==> config.mk <==
export PLATFORM = sky130hd
export DESIGN_NAME = band_mixer
export DESIGN_NICKNAME = d
export VERILOG_FILES = /design/src/rtl/eq_pkg.sv /design/src/rtl/sat_clip.sv /design/src/rtl/band_mixer.sv
export SDC_FILE = /design/constraint.sdc
export NUM_CORES = 1
export LEC_CHECK = 0
export CAP_MARGIN = 20
export CORE_ASPECT_RATIO = 0.5
export CORE_MARGIN = 10
export CORE_UTILIZATION = 40
export DETAILED_ROUTE_END_ITERATION = 8
export PLACE_DENSITY = 0.61
export SYNTH_ARGS = -nofsm -noshare
export SYNTH_HDL_FRONTEND = slang
export SYNTH_SLANG_ARGS = --single-unit
==> constraint.sdc <==
create_clock -name clk_in -period 6.4 [get_ports clk_in]
set_input_delay 0.96 -clock clk_in [delete_from_list [all_inputs] [get_ports clk_in]]
set_output_delay 0.96 -clock clk_in [all_outputs]
set_load 0.02 [all_outputs]
==> src/rtl/eq_pkg.sv <==
// Shared definitions for the equaliser datapath: default widths, band count,
// sample limits and the mixer state encoding.
package eq_pkg;

    localparam int unsigned WD_SAMPLE   = 24;
    localparam int unsigned N_BANDS_DEF = 4;

    localparam logic signed [WD_SAMPLE-1:0] SAMPLE_MAX = {1'b0, {(WD_SAMPLE-1){1'b1}}};
    localparam logic signed [WD_SAMPLE-1:0] SAMPLE_MIN = {1'b1, {(WD_SAMPLE-1){1'b0}}};

    typedef enum logic [0:0] {
        ACCUM = 1'b0,
        HOLD  = 1'b1
    } mixer_state_t;

endpackage

==> src/rtl/sat_clip.sv <==
// Combinational saturation of a wide signed value to a narrower signed width,
// with a flag raised whenever the value had to be clamped.
module sat_clip #(
    parameter int unsigned WD_ACC = 26,
    parameter int unsigned WD_OUT = 24
) (
    input  logic signed [WD_ACC-1:0] acc_in,
    output logic signed [WD_OUT-1:0] sat_out,
    output logic                     clip_out
);

    // Limits expressed at accumulator width so the compare needs no extension.
    localparam logic signed [WD_ACC-1:0] LIM_MAX = {{(WD_ACC-WD_OUT+1){1'b0}}, {(WD_OUT-1){1'b1}}};
    localparam logic signed [WD_ACC-1:0] LIM_MIN = {{(WD_ACC-WD_OUT+1){1'b1}}, {(WD_OUT-1){1'b0}}};

    always_comb begin
        sat_out  = acc_in[WD_OUT-1:0];
        clip_out = 1'b0;
        if (acc_in > LIM_MAX) begin
            sat_out  = {1'b0, {(WD_OUT-1){1'b1}}};
            clip_out = 1'b1;
        end else if (acc_in < LIM_MIN) begin
            sat_out  = {1'b1, {(WD_OUT-1){1'b0}}};
            clip_out = 1'b1;
        end
    end

endmodule

==> src/rtl/band_mixer.sv <==
// Serially sums N_BANDS band samples per period, saturates and hands one mixed sample downstream.
// Optional BAND_MIXER_CLIP_CNT_EN adds a saturating 16-bit clipped-sample counter (clip_cnt_out).
module band_mixer
    import eq_pkg::*;
#(
    parameter int unsigned WD_IN   = WD_SAMPLE,
    parameter int unsigned WD_OUT  = WD_SAMPLE,
    parameter int unsigned N_BANDS = N_BANDS_DEF
) (
    input  logic                       clk_in,
    input  logic                       rst_in,
    input  logic                       band_valid_in,
    output logic                       band_ready_out,
    input  logic signed [WD_IN-1:0]    band_data_in,
    output logic [$clog2(N_BANDS)-1:0] band_idx_out,
    output logic                       mix_valid_out,
    input  logic                       mix_ready_in,
    output logic signed [WD_OUT-1:0]   mix_data_out,
    output logic                       clip_out
`ifdef BAND_MIXER_CLIP_CNT_EN
    ,
    output logic [15:0]                clip_cnt_out
`endif
);

    localparam int unsigned WD_ACC = WD_IN + $clog2(N_BANDS);
    localparam int unsigned WD_IDX = $clog2(N_BANDS);
    localparam logic [WD_IDX-1:0] LAST_IDX = WD_IDX'(N_BANDS - 1);

    mixer_state_t              state;
    logic signed [WD_ACC-1:0]  acc;
    logic signed [WD_ACC-1:0]  sum;
    logic signed [WD_OUT-1:0]  sum_sat;
    logic                      sum_clip;
    logic                      band_hs;

    assign band_ready_out = (state == ACCUM) && !rst_in;
    assign band_hs        = band_valid_in && band_ready_out;
    assign sum            = acc + {{(WD_ACC-WD_IN){band_data_in[WD_IN-1]}}, band_data_in};

    sat_clip #(
        .WD_ACC (WD_ACC),
        .WD_OUT (WD_OUT)
    ) u_sat_clip (
        .acc_in   (sum),
        .sat_out  (sum_sat),
        .clip_out (sum_clip)
    );

    always_ff @(posedge clk_in) begin
        if (rst_in) begin
            state         <= ACCUM;
            acc           <= '0;
            band_idx_out  <= '0;
            mix_valid_out <= 1'b0;
            mix_data_out  <= '0;
            clip_out      <= 1'b0;
`ifdef BAND_MIXER_CLIP_CNT_EN
            clip_cnt_out  <= '0;
`endif
        end else begin
            case (state)
                ACCUM: begin
                    if (band_hs) begin
                        if (band_idx_out == LAST_IDX) begin
                            mix_data_out  <= sum_sat;
                            clip_out      <= sum_clip;
                            mix_valid_out <= 1'b1;
                            acc           <= '0;
                            band_idx_out  <= '0;
                            state         <= HOLD;
`ifdef BAND_MIXER_CLIP_CNT_EN
                            if (sum_clip && (clip_cnt_out != 16'hFFFF)) begin
                                clip_cnt_out <= clip_cnt_out + 16'd1;
                            end
`endif
                        end else begin
                            acc          <= sum;
                            band_idx_out <= band_idx_out + WD_IDX'(1);
                        end
                    end
                end
                HOLD: begin
                    if (mix_ready_in) begin
                        mix_valid_out <= 1'b0;
                        state         <= ACCUM;
                    end
                end
                default: state <= ACCUM;
            endcase
        end
    end

endmodule

# Yosys cells after proc, flatten, opt, wreduce, memory -nomap -nowiden
# Index checks and enable logic that the tools add are counted.
totals:
  out_inout_bits: 29
  latchBits: 0
  romBits: 0
  memories: 0
  register_bits: 55
  inputBits: 28
  ram_bits: 0
classes:
  n_div: 0
  bitwise_logic: 1
  mux: 14
  shifts: 0
  order_cmp: 2
  add_sub_neg: 2
  mul: 0
  reduce_logical: 6
  eq_ne: 4
ops:
  columns: ["cell", "n"]
  rows:
  - ["$mux W24", 2]
  - ["$add A26 B26 Y26", 1]
  - ["$gt A26 B24 Y1 const B", 1]
  - ["$lt A26 B24 Y1 const B", 1]
  - ["$mux W26", 1]
  - ["$mux W1", 8]
  - ["$reduce_and A3 Y1", 2]
  - ["$ne A2 B2 Y1 const B", 2]
  - ["$pmux W1 S2", 2]
  - ["$add A2 B1 Y2 const B", 1]
  - ["$eq A2 B2 Y1 const B", 1]
  - ["$logic_and A1 B1 Y1", 2]
  - ["$mux W2", 1]
  - ["$ne A2 B1 Y1 const B", 1]
  - ["$reduce_and A2 Y1", 1]
  - ["$logic_not A1 Y1", 1]
  - ["$not A1 Y1", 1]

# Logic depth before layout (Yosys ltp)
logic_depth:
  ltp_word: 5
  mapped_depth: 12
  mapped_depth_nobuf: 11

# By module
# From an unflattened synthesis, not the netlist that was laid out.
hier_totals:
  hier_cells: 484
  hier_area_um2: 3714.8
by_module_without_submodules:
  columns: ["module", "cells_each", "instances", "seq_area_each_um2", "area_each_um2"]
  rows:
  - ["band_mixer", 398, 1, 1101.1, 3208.1]
  - ["sat_clip", 86, 1, 0.0, 506.7]

# Worst setup path before layout
# No wires, ideal clock.
synth_timing:
  kind: "input-to-reg"
  from: "input port band_data_in[6]"
  to: "register clip_out"
  slack_ns: 3.108
  stages: 10
  arrival_ns: 3.151
  t_required_ns: 6.259
  cell_sequence: "ha_1 a21oi_1 o21ai_0 and4bb_1 or3_1 buf_6 mux2i_2 or2_2 nor4_1 nor4_2"
synth_via:
  elab_chain_len: 4
  elab_cells_between_ends: 5
synth_lines:
  columns: ["item", "line", "text"]
  rows:
  - ["from (decl)", "band_mixer.sv:14", "input logic signed [WD_IN-1:0] band_data_in,"]
  - ["$add A26 B26 Y26 *", "band_mixer.sv:39", "assign sum = acc + {{(WD_ACC-WD_IN){band_data_in[WD_IN-1]}}, band_data_in};"]
  - ["$lt A26 B24 Y1", "sat_clip.sv:22", "end else if (acc_in < LIM_MIN) begin"]
  - ["$mux W1", "sat_clip.sv:22", null]
  - ["$mux W1 *", "sat_clip.sv:19", "if (acc_in > LIM_MAX) begin"]
  - ["to (signal assigned)", "band_mixer.sv:67", "clip_out <= sum_clip;"]
  - ["to (decl)", "band_mixer.sv:19", "output logic clip_out"]
# Every way passes the cells marked *; elsewhere a longest branch is shown, timed or not.
# A chain may end at the register's enable or synchronous reset.

# Final worst setup path
layout_timing:
  from: "input port band_data_in[0]"
  to: "register mix_data_out[22]"
layout_via:
  elab_chain_len: 4
  elab_cells_between_ends: 5
layout_lines:
  columns: ["item", "line", "text"]
  rows:
  - ["$add A26 B26 Y26 *", "band_mixer.sv:39", null]
  - ["$lt A26 B24 Y1", "sat_clip.sv:22", null]
  - ["$mux W24", "sat_clip.sv:22", null]
  - ["$mux W24 *", "sat_clip.sv:19", null]
  - ["to (signal assigned)", "band_mixer.sv:66", "mix_data_out <= sum_sat;"]
  - ["to (decl)", "band_mixer.sv:18", "output logic signed [WD_OUT-1:0] mix_data_out,"]
# Marked as above.

==> metrics <==
synthesized flop and latch total 55; Hold Slack approximately 460 ps; crit-path max FO 22; Area growth, synth to finish 20.0%; VDD IR-drop max ~120 µV; post-synth top area cell dfxtp_1; sequential element share of the synthesized area 0.291; Setup Total Neg Slack 0 ps; FMAX about 240 MHz; Post-synth EDFFs 0; share of the synthesized area in the top cell type 0.291; via count 3417; area of the multi-input gates 0.00250 mm²; GP Congestion 0.883; largest net degree at the start of global routing just under 80; clk buf depth 2; vias in the first global route about 3100; vias per std cell 5.56; maxcap violations 0; antenna viol nets, final 0; Initial Utilization 0.424; CTS Root Cell clkbuf_16; status finished clean; TritonCTS clock tree yes; Hold WC Path Type reg -> reg; H-tree levels 2; mapped cell area 0.00379 mm²; count of final setup violators 0; global-route wire length before repair 16800 µm; clk sinks 55; final hold violation count 0; Lkg Pwr ~1.8 nW; Util after Layout 0.508; Final nets between 500 and 600; chip width between 150 and 200 µm; Rows 24; synth top area cells dfxtp_1 29%, nor2_1 8.8%, ha_1 8.6%, o32ai_2 7.7%, a21oi_1 4.6%; Core Region between 0.008 and 0.009 mm²; post-CTS setup buffer count 0; initial antenna violation count 0; GRT Overall Usage 0.150; Power Density 211 mW/mm²; total congestion overflow 0; ANT cells 0; Worst-path clk slew 70 ps; fraction of registers with async set/reset 0; Die Y 88.8 µm; Slew HR 0.401; CTS Hold Bufs 0; placed standard-cell area around 0.0044 mm²; CP Data Arrival Time 4310 ps; nature of the critical path startpoint input pin; DRT iter0 DRCs 240; ratio of cells with drive above 1 in the final layout 0.102; Total Wirelength about 10000 µm; actual slew at the worst max-slew pin 896 ps; TritonCTS Buffers 5; Synth Net Count 513; Pre-antenna DRT Iters 5; final worst path period share 0.651; sequential cell area 0.00110 mm²; design area approximately 0.0045 mm²; Mapped Cells 458; IO buf count 56; average instance area after synthesis 8.27 µm²; Final Skew around 6.5 ps; DRC viols 0; Synth Flop Type dfxtp_1; min Tclk post-route roughly 4200 ps; Crit. End Element flip-flop; Worst EP required about 6500 ps; crit path kind in -> reg; fill count just under 900; max-slew violation count 0; Worst-Skew Late Latency 300 ps; synthesis warning total 0; DPL Wire Length 7440 µm; RSZ-0062 raised after global routing no; die area between 0.01 and 0.015 mm²; Synth cell types 64; WL/cell around 17 µm; io pins between 50 and 60; Resized Gates After CTS 0
sequential cells by signal, summed over array words and instances, names as in the netlist:
signal         flops
acc               26
band_idx_out       2
clip_out           1
mix_data_out      24
mix_valid_out      1
state              1
metal layers:
metal | up-vias | track usage | share of wire
met5 | - | 0 | 0
met4 | 0 | 0.0405 | 0.010
met3 | 7 | 0.0349 | 0.048
met2 | 59 | 0.223 | 0.42
met1 | 1608 | 0.210 | 0.52
li1 | 1743 | - | -
metrics by stage:
step           power [mW]  instances  setup WS [ps]
4_1_cts             0.972        615           2230
2_1_floorplan       0.571        458           3110
6_report            0.959        615           2230
5_1_grt              1.01        615           1970
3_3_place_gp        0.635        607           1970
3_5_place_dp        0.635        607           1910
where the power goes:
part / internal [mW] / switching [mW]
Combinational: 0.106 / 0.158
Sequential: 0.356 / 0.00815
Clock: 0.197 / 0.133
worst paths after layout:
kind	start	endpoint	slack (ps)	cells past startpoint
min	mix_data_out[23]	mix_data_out[23]	460	2
max reg2reg	acc[0]	mix_data_out[22]	3030	11
min reg2reg	mix_data_out[23]	mix_data_out[23]	460	2
max	band_data_in[0]	mix_data_out[22]	2230	12
synth_stat cells (3+ instances only):
library cell,count
nor2_1,89
dfxtp_1,55
nand2_1,44
a21oi_1,35
ha_1,26
a22oi_1,20
o32ai_2,18
clkbuf_1,14
xnor2_1,13
a21o_1,9
o21ai_0,9
nor3_1,8
inv_1,7
xor2_1,7
buf_6,6
nand2b_1,6
buf_2,5
o21bai_1,5
or3_1,5
buf_1,4
nand3_1,4
o21a_1,4
or2_2,4
a211oi_1,3
a31oi_1,3
and3_1,3
nand4_1,3
o211ai_1,3
o21ai_1,3
o22ai_1,3
worst max-delay path, stage by stage:
cell and delay (ps):
clkdlybuf4s50_1 460, ha_1 210, inv_1 70, fa_1 390, nand2b_1 180, a21oi_1 290, o21ai_0 290, nand2_1 190
a31oi_4 110, xnor2_2 220, a21oi_4 750, o32ai_2 170
cells in the final DEF (no fill, tap or decap), drive strengths merged, types with 7 or more instances in the layout:
master         netlist  layout
ha                  26      26
nor3                 8       8
a21o                 9       9
o32ai               20      20
a22oi               20      20
xor2                 7       7
a21oi               36      36
nor2                90      90
inv                  7       8
dfxtp               55      55
o21ai               13      13
clkdlybuf4s50        0      55
nand2               44      44
xnor2               14      14
logic make-up (layout without fill, tap and decap cells):
logic type,after synthesis,in the layout,synth area share
AND/OR/NAND/NOR,181,181,0.216
XOR/XNOR,21,21,0.0505
AO/OA/AOI/OAI,137,137,0.299
adder cells (fa/ha/maj),27,27,0.0911
buffers and inverters,36,76,0.0492
multiplexers,1,1,0.00363
flip-flops,55,55,0.291
area by class of cell:
| cell class | instances | area share |
|---|---|---|
| clock buffers | 6 | 0.0305 |
| clock inverters | 2 | 0.00853 |
| inverters | 7 | 0.00578 |
| multi-input cells | 367 | 0.550 |
| flip-flops and latches | 55 | 0.242 |
| well taps | 117 | 0.0322 |
| repair buffers | 61 | 0.130 |
Power figures use the tool's default switching activity.
